**src/rtl/stack_pkg.sv**
```systemverilog
// -----------------------------------------------------------------------------
// stack_pkg
// Shared definitions for the hardware stack unit: default geometry, the
// stack-pointer width derived from it, and the controller state encoding.
// -----------------------------------------------------------------------------
package stack_pkg;

  // Default data word width in bits.
  localparam int STACK_WIDTH = 32;

  // Default number of entries; must be a power of two and at least 2.
  localparam int STACK_DEPTH = 16;

  // One extra bit so the pointer can represent 0..DEPTH inclusive.
  localparam int SP_W = $clog2(STACK_DEPTH) + 1;

  // Controller state: normal operation or halted on an overflow/underflow.
  typedef enum logic [0:0] {
    RUN   = 1'b0,
    FAULT = 1'b1
  } state_e;

endpackage : stack_pkg

```
**src/rtl/stack_ram.sv**
```systemverilog
// -----------------------------------------------------------------------------
// stack_ram
// DEPTH x WIDTH storage for the stack. One synchronous write port and one
// asynchronous (combinational) read port. There is deliberately no reset:
// contents survive a controller reset and are only changed by writes.
//
// Ports
//   clk      : write clock
//   we_i     : write enable, sampled on the rising edge
//   waddr_i  : write address
//   wdata_i  : write data
//   raddr_i  : read address
//   rdata_o  : read data, combinational from raddr_i
// -----------------------------------------------------------------------------
module stack_ram
  import stack_pkg::*;
#(
  parameter int WIDTH = STACK_WIDTH,
  parameter int DEPTH = STACK_DEPTH
) (
  input  logic                       clk,
  input  logic                       we_i,
  input  logic [$clog2(DEPTH)-1:0]   waddr_i,
  input  logic [WIDTH-1:0]           wdata_i,
  input  logic [$clog2(DEPTH)-1:0]   raddr_i,
  output logic [WIDTH-1:0]           rdata_o
);

  logic [WIDTH-1:0] mem_q [DEPTH];

  // Synchronous write port; storage is intentionally not reset.
  always_ff @(posedge clk) begin
    if (we_i) begin
      mem_q[waddr_i] <= wdata_i;
    end
  end

  assign rdata_o = mem_q[raddr_i];

endmodule : stack_ram

```
**src/rtl/stack_unit.sv**
```systemverilog
// -----------------------------------------------------------------------------
// stack_unit
// Hardware LIFO stack for a processor control unit. Supports push, pop and a
// combined push+pop (replace top, return old top). Overflow and underflow
// move the controller into a FAULT state that raises halt_req until clr_err.
//
// Ports
//   clk        : clock, all state changes on the rising edge
//   reset      : asynchronous active-low reset
//   push       : push request
//   pop        : pop request
//   din        : data to push
//   clr_err    : clears sticky flags and leaves FAULT
//   dout       : registered popped word
//   dout_valid : one-cycle pulse, dout was updated by a pop
//   count      : number of valid entries (0..DEPTH)
//   full       : count == DEPTH
//   empty      : count == 0
//   ovf        : sticky overflow flag
//   unf        : sticky underflow flag
//   halt_req   : high while in FAULT
// -----------------------------------------------------------------------------
module stack_unit
  import stack_pkg::*;
#(
  parameter int WIDTH = STACK_WIDTH,
  parameter int DEPTH = STACK_DEPTH
) (
  input  logic                     clk,
  input  logic                     reset,
  input  logic                     push,
  input  logic                     pop,
  input  logic [WIDTH-1:0]         din,
  input  logic                     clr_err,
  output logic [WIDTH-1:0]         dout,
  output logic                     dout_valid,
  output logic [$clog2(DEPTH):0]   count,
  output logic                     full,
  output logic                     empty,
  output logic                     ovf,
  output logic                     unf,
  output logic                     halt_req
);

  localparam int AW    = $clog2(DEPTH);
  localparam int CNT_W = AW + 1;

  // ---------------------------------------------------------------------------
  // State
  // ---------------------------------------------------------------------------
  state_e             state_q;
  logic [CNT_W-1:0]   count_q;      // doubles as the stack pointer
  logic [WIDTH-1:0]   dout_q;
  logic               dout_valid_q;
  logic               ovf_q;
  logic               unf_q;
  logic               halt_q;

  // ---------------------------------------------------------------------------
  // Decode
  // ---------------------------------------------------------------------------
  logic               full_s;
  logic               empty_s;
  logic               run_s;
  logic [AW-1:0]      top_addr_s;
  logic               wr_swap_s;
  logic               wr_push_s;
  logic               ram_we_s;
  logic [AW-1:0]      ram_waddr_s;
  logic [WIDTH-1:0]   rd_data_s;

  assign full_s  = (count_q == CNT_W'(DEPTH));
  assign empty_s = (count_q == {CNT_W{1'b0}});
  assign run_s   = (state_q == RUN);

  // Index of the current top entry. When full the low bits wrap to zero, so
  // subtracting one in the narrow width still lands on DEPTH-1.
  assign top_addr_s = count_q[AW-1:0] - AW'(1);

  // Write-enable and write-address selection for the storage array.
  always_comb begin
    wr_swap_s   = 1'b0;
    wr_push_s   = 1'b0;
    ram_waddr_s = count_q[AW-1:0];
    if (run_s && push) begin
      if (pop) begin
        if (!empty_s) begin
          // Replace the top entry in place; the old value is popped.
          wr_swap_s = 1'b1;
        end else begin
          // Push+pop on an empty stack still performs the push.
          wr_push_s = 1'b1;
        end
      end else begin
        if (!full_s) begin
          wr_push_s = 1'b1;
        end else begin
          wr_push_s = 1'b0;
        end
      end
    end else begin
      wr_swap_s = 1'b0;
      wr_push_s = 1'b0;
    end
    if (wr_swap_s) begin
      ram_waddr_s = top_addr_s;
    end else begin
      ram_waddr_s = count_q[AW-1:0];
    end
  end

  assign ram_we_s = wr_swap_s | wr_push_s;

  stack_ram #(
    .WIDTH (WIDTH),
    .DEPTH (DEPTH)
  ) u_ram (
    .clk     (clk),
    .we_i    (ram_we_s),
    .waddr_i (ram_waddr_s),
    .wdata_i (din),
    .raddr_i (top_addr_s),
    .rdata_o (rd_data_s)
  );

  // ---------------------------------------------------------------------------
  // Controller FSM with pointer, flags and registered outputs.
  // ---------------------------------------------------------------------------
  always_ff @(posedge clk or negedge reset) begin
    if (!reset) begin
      state_q      <= RUN;
      count_q      <= {CNT_W{1'b0}};
      dout_q       <= {WIDTH{1'b0}};
      dout_valid_q <= 1'b0;
      ovf_q        <= 1'b0;
      unf_q        <= 1'b0;
      halt_q       <= 1'b0;
    end else begin
      // dout_valid is a pulse; only a successful pop raises it again.
      dout_valid_q <= 1'b0;
      case (state_q)
        RUN: begin
          // Clear first so that an error in the same cycle still sets its flag.
          if (clr_err) begin
            ovf_q <= 1'b0;
            unf_q <= 1'b0;
          end
          if (push && pop) begin
            if (!empty_s) begin
              dout_q       <= rd_data_s;
              dout_valid_q <= 1'b1;
            end else begin
              count_q <= count_q + CNT_W'(1);
              unf_q   <= 1'b1;
              state_q <= FAULT;
              halt_q  <= 1'b1;
            end
          end else if (push) begin
            if (!full_s) begin
              count_q <= count_q + CNT_W'(1);
            end else begin
              ovf_q   <= 1'b1;
              state_q <= FAULT;
              halt_q  <= 1'b1;
            end
          end else if (pop) begin
            if (!empty_s) begin
              dout_q       <= rd_data_s;
              dout_valid_q <= 1'b1;
              count_q      <= count_q - CNT_W'(1);
            end else begin
              unf_q   <= 1'b1;
              state_q <= FAULT;
              halt_q  <= 1'b1;
            end
          end
        end
        FAULT: begin
          // Everything is frozen until software acknowledges the fault.
          if (clr_err) begin
            ovf_q   <= 1'b0;
            unf_q   <= 1'b0;
            state_q <= RUN;
            halt_q  <= 1'b0;
          end
        end
        default: begin
          state_q <= FAULT;
          halt_q  <= 1'b1;
        end
      endcase
    end
  end

  // ---------------------------------------------------------------------------
  // Outputs
  // ---------------------------------------------------------------------------
  assign dout       = dout_q;
  assign dout_valid = dout_valid_q;
  assign count      = count_q;
  assign full       = full_s;
  assign empty      = empty_s;
  assign ovf        = ovf_q;
  assign unf        = unf_q;
  assign halt_req   = halt_q;

endmodule : stack_unit
```
**config.mk**
```make
export PLATFORM = sky130hd
export DESIGN_NAME = stack_unit
export DESIGN_NICKNAME = d
export VERILOG_FILES = /design/src/rtl/stack_pkg.sv /design/src/rtl/stack_ram.sv /design/src/rtl/stack_unit.sv
export SDC_FILE = /design/constraint.sdc
export NUM_CORES = 1
export LEC_CHECK = 0
export CORE_ASPECT_RATIO = 1.5
export CORE_MARGIN = 2
export CORE_UTILIZATION = 30
export CTS_CLUSTER_DIAMETER = 120
export CTS_CLUSTER_SIZE = 25
export DETAILED_ROUTE_END_ITERATION = 12
export PLACE_DENSITY = 0.51
export SYNTH_ARGS = -nofsm -noshare
export SYNTH_HDL_FRONTEND = slang
export SYNTH_SLANG_ARGS = --single-unit
```
**constraint.sdc**
```tcl
create_clock -name clk -period 7.3 [get_ports clk]
set_clock_uncertainty 0.05 [all_clocks]
set_input_delay 1.46 -clock clk [delete_from_list [all_inputs] [get_ports clk]]
set_output_delay 1.46 -clock clk [all_outputs]
set_load 0.01 [all_outputs]
```
==> out/qor.yml <==
grt:
  grt_max_degree: 97
  grt_pass1_vias: 10600
  grt_pass1_wl_mm: 73.8
  grtUsageTotal_pct: 13.3
  antenna_found_initial: 0
  grt-ovfl-total: 0
logic_synthesis:
  synthArstFlopShare_pct: 7.58
  yosysUniqueCellTypes: 64
  syn_nets: 1015
  netlist.area_leader.share_pct: 71.0
  syn_avg_cell_area_um2: 22.2
  synth_edf_count: 512
  ys_warn_count: 0
  ys_seq_elements: 554
  synth_area_leaders: "edfxtp_1, mux4_2, dfrtp_1"
  yosysMostFrequentCell: "edfxtp_1"
  syn_inst: 975
  synth_area_um2: 21600
  ys.flop_type: "edfxtp_1"
  ys_seq_area_share_pct: 75.9
  yosysTopAreaCell: "edfxtp_1"
  synth_common_cells: "edfxtp_1, mux4_2, mux2i_1, dfrtp_1, nand2_1"
critical_path:
  path_max_fanout: 47
  r2r-start: "count[0]$_DFFE_PN0P_"
  crit_arrival_ns: 3.43
  path_buf_inv: 3
  crit_chain: "inv_1 -> ha_4 -> or4b_1 -> clkinv_4 -> clkdlybuf4s50_1"
  crit_family: "buffers and inverters"
  cp-start-kind: "flop"
  cp.required_ns: 5.79
  r2r_slack_ns: 2.63
  slowest_delay_ns: 0.78
  cp_slowest_cell: "dfrtp_4"
  critPathLaunch: "count[0]$_DFFE_PN0P_"
  endpoint_kind: "primary output"
  worst-setup-path-type: "flop to primary output"
sta:
  hold_ws_ns: 0.457
  max_freq_ghz: 0.203
  setup_tns_ns: 0
  period_share_pct: 67.6
  drv_slew: 0
  setup_viol: 0
  finalHoldViolations: 0
  period_needed_ns: 4.94
  rsz0062_at_grt: "false"
  max-slew-margin-rel_pct: 30.6
  tightest_slew_ns: 1.04
placed_design:
  portBuffers: 79
  place_hpwl_mm: 27.4
  gp_congestion: 0.728
floorplan:
  ioPinCount: 80
  core_area_um2: 71500
  die_w_um: 223
  rows: 120
  initial_core_util_pct: 30.3
  die_h_um: 333
  dieArea_um2: 74400
clocking:
  clk_latency_ns: 0.59
  cts_num_sinks: 554
  cts_max_level: 1
  cts-root-buf: "clkbuf_16"
  cts_hold_buffers: 0
  cts_max_path_buffers: 3
  cts_buffers: 26
  cts_tree: "done"
  postCtsSetupRepairBufs: 0
  clk_pin_slew_ns: 0.11
  cts_resized: 0
finish:
  layout.nets: 1089
  diodes: 0
  areaGrowthSynthToFinish_pct: 12.7
  drive_gt1_share_pct: 23.1
hold_path:
  min_from: "dout[29]$_DFFE_PN0P_"
  hp-class: "flop to flop"
power:
  vdd_drop_max_uv: 409
  p_seq_share_pct: 43.0
  p_leak_nw: 7.57
  switching_power_w: 0.00330
  power_density_nw_per_um2: 396
  power.share.clock_pct: 17.2
  combPwrFrac_pct: 39.7
  p_int_w: 0.00635
  switching_share_pct: 34.2
detailed_routing:
  routed.top_layer: "met4"
  route.vias.total: 9766
  drc: 0
  route.met2.wl_mm: 26.0
  drt_iter0_drc: 730
  antenna_left: 0
  wl_mm: 49.1
  viasPerCell: 4.92
  first_pass_iters: 5
  wire_per_inst_um: 24.7
  wl_met3_mm: 1.36
  m1WireLength_mm: 21.0
run:
  cap_violations: 0
status:
  outcome: "complete, no violations"
state kept, by name (all words and copies together), names as in the netlist:
signal       cells
dout_valid       1
dout            32
u_ram.mem_q    512
halt_req         1
count            5
state_q          1
unf              1
ovf              1
per-stage QoR:
| stage | cells | instance area (µm²) | total power, W | util [%] | setup slack (ns) |
|---|---|---|---|---|---|
| after floorplan | 975 | 21600 | 0.00688 | - | 2.14 |
| after global placement | 1936 | 23600 | 0.00816 | 33.1 | 2.28 |
| after detailed placement | 1936 | 23600 | 0.00819 | 33.1 | 2.14 |
| after CTS | 1984 | 24400 | 0.00986 | 34.1 | 2.24 |
| after global routing | 1984 | 24400 | 0.0102 | 34.1 | 2.09 |
| final | 1984 | 24400 | 0.00966 | 34.1 | 2.36 |
metal layers:
layer	GRT usage [%]	vias up
met5	0	-
met4	2.78	0
met3	1.30	41
met2	23.9	175
met1	17.5	5339
li1	-	4211
power groups by stage:
stage                     clock network, W  logic, W  registers (W)
final                              0.00167   0.00384        0.00416
after global routing               0.00182   0.00413        0.00421
after CTS                          0.00173   0.00396        0.00417
after detailed placement                 0   0.00394        0.00425
after global placement                   0   0.00393        0.00424
after floorplan                          0   0.00275        0.00414
path summary, 6_finish.rpt:
check / endpoint / cells after the start
worst max-delay path: empty / 5
worst min-delay path: dout[29]$_DFFE_PN0P_ / 2
worst max register to register: u_ram.mem_q[12][31]$_DFFE_PP_ / 8
worst min register to register: dout[29]$_DFFE_PN0P_ / 2
max in group asynchronous: count[0]$_DFFE_PN0P_ / 2
min in group asynchronous: dout[25]$_DFFE_PN0P_ / 2
logic make-up after synthesis:
family                     after synthesis  share of synthesized area (%)
AOI/OAI and AO/OA                       59                           3.25
xor gates and xnor gates                 8                          0.393
adders and majority gates                3                          0.173
buffers and inverters                   66                           1.62
DFF                                    554                           75.9
muxes                                  196                           16.5
and+or+nand+nor                         89                           2.23
worst min-delay path, delay by kind of cell (launching register included):
| family | cells | cell delay (ns) |
|---|---|---|
| flops | 1 | 0.36 |
| simple gates | 1 | 0.07 |
| compound gates | 1 | 0.05 |
area by class of cell:
| type | instances | area, µm² |
|---|---|---|
| tap | 915 | 1140 |
| timing repair buffer | 103 | 991 |
| clock buffer | 46 | 726 |
| clock inverter | 2 | 46.3 |
| sequential | 554 | 16400 |
| multi-input combinational | 355 | 5020 |
| inverter | 9 | 38.8 |
| fill | 6693 | 47100 |
layout by cell type (no fill, tap or decap), types with 2 or more instances in the layout:
master	instances
o221ai_2	30
clkbuf_1	20
dfrtp_1	41
edfxtp_1	512
nand4_1	2
nor2_4	11
nor3_2	2
mux4_2	128
nor4_1	2
xnor2_1	4
buf_4	22
inv_1	7
and4_1	2
clkbuf_16	26
nor2_1	9
a311oi_2	2
o221ai_1	2
a32o_1	2
ha_1	2
or4_1	2
mux2i_1	68
clkdlybuf4s50_1	78
nand2_1	33
a21oi_1	4
nand3_1	2
nor3_1	5
a31oi_1	2
xor2_1	2
o21ai_0	5
nand2b_1	2
buf_12	2
(Power assumes the default switching activity.)
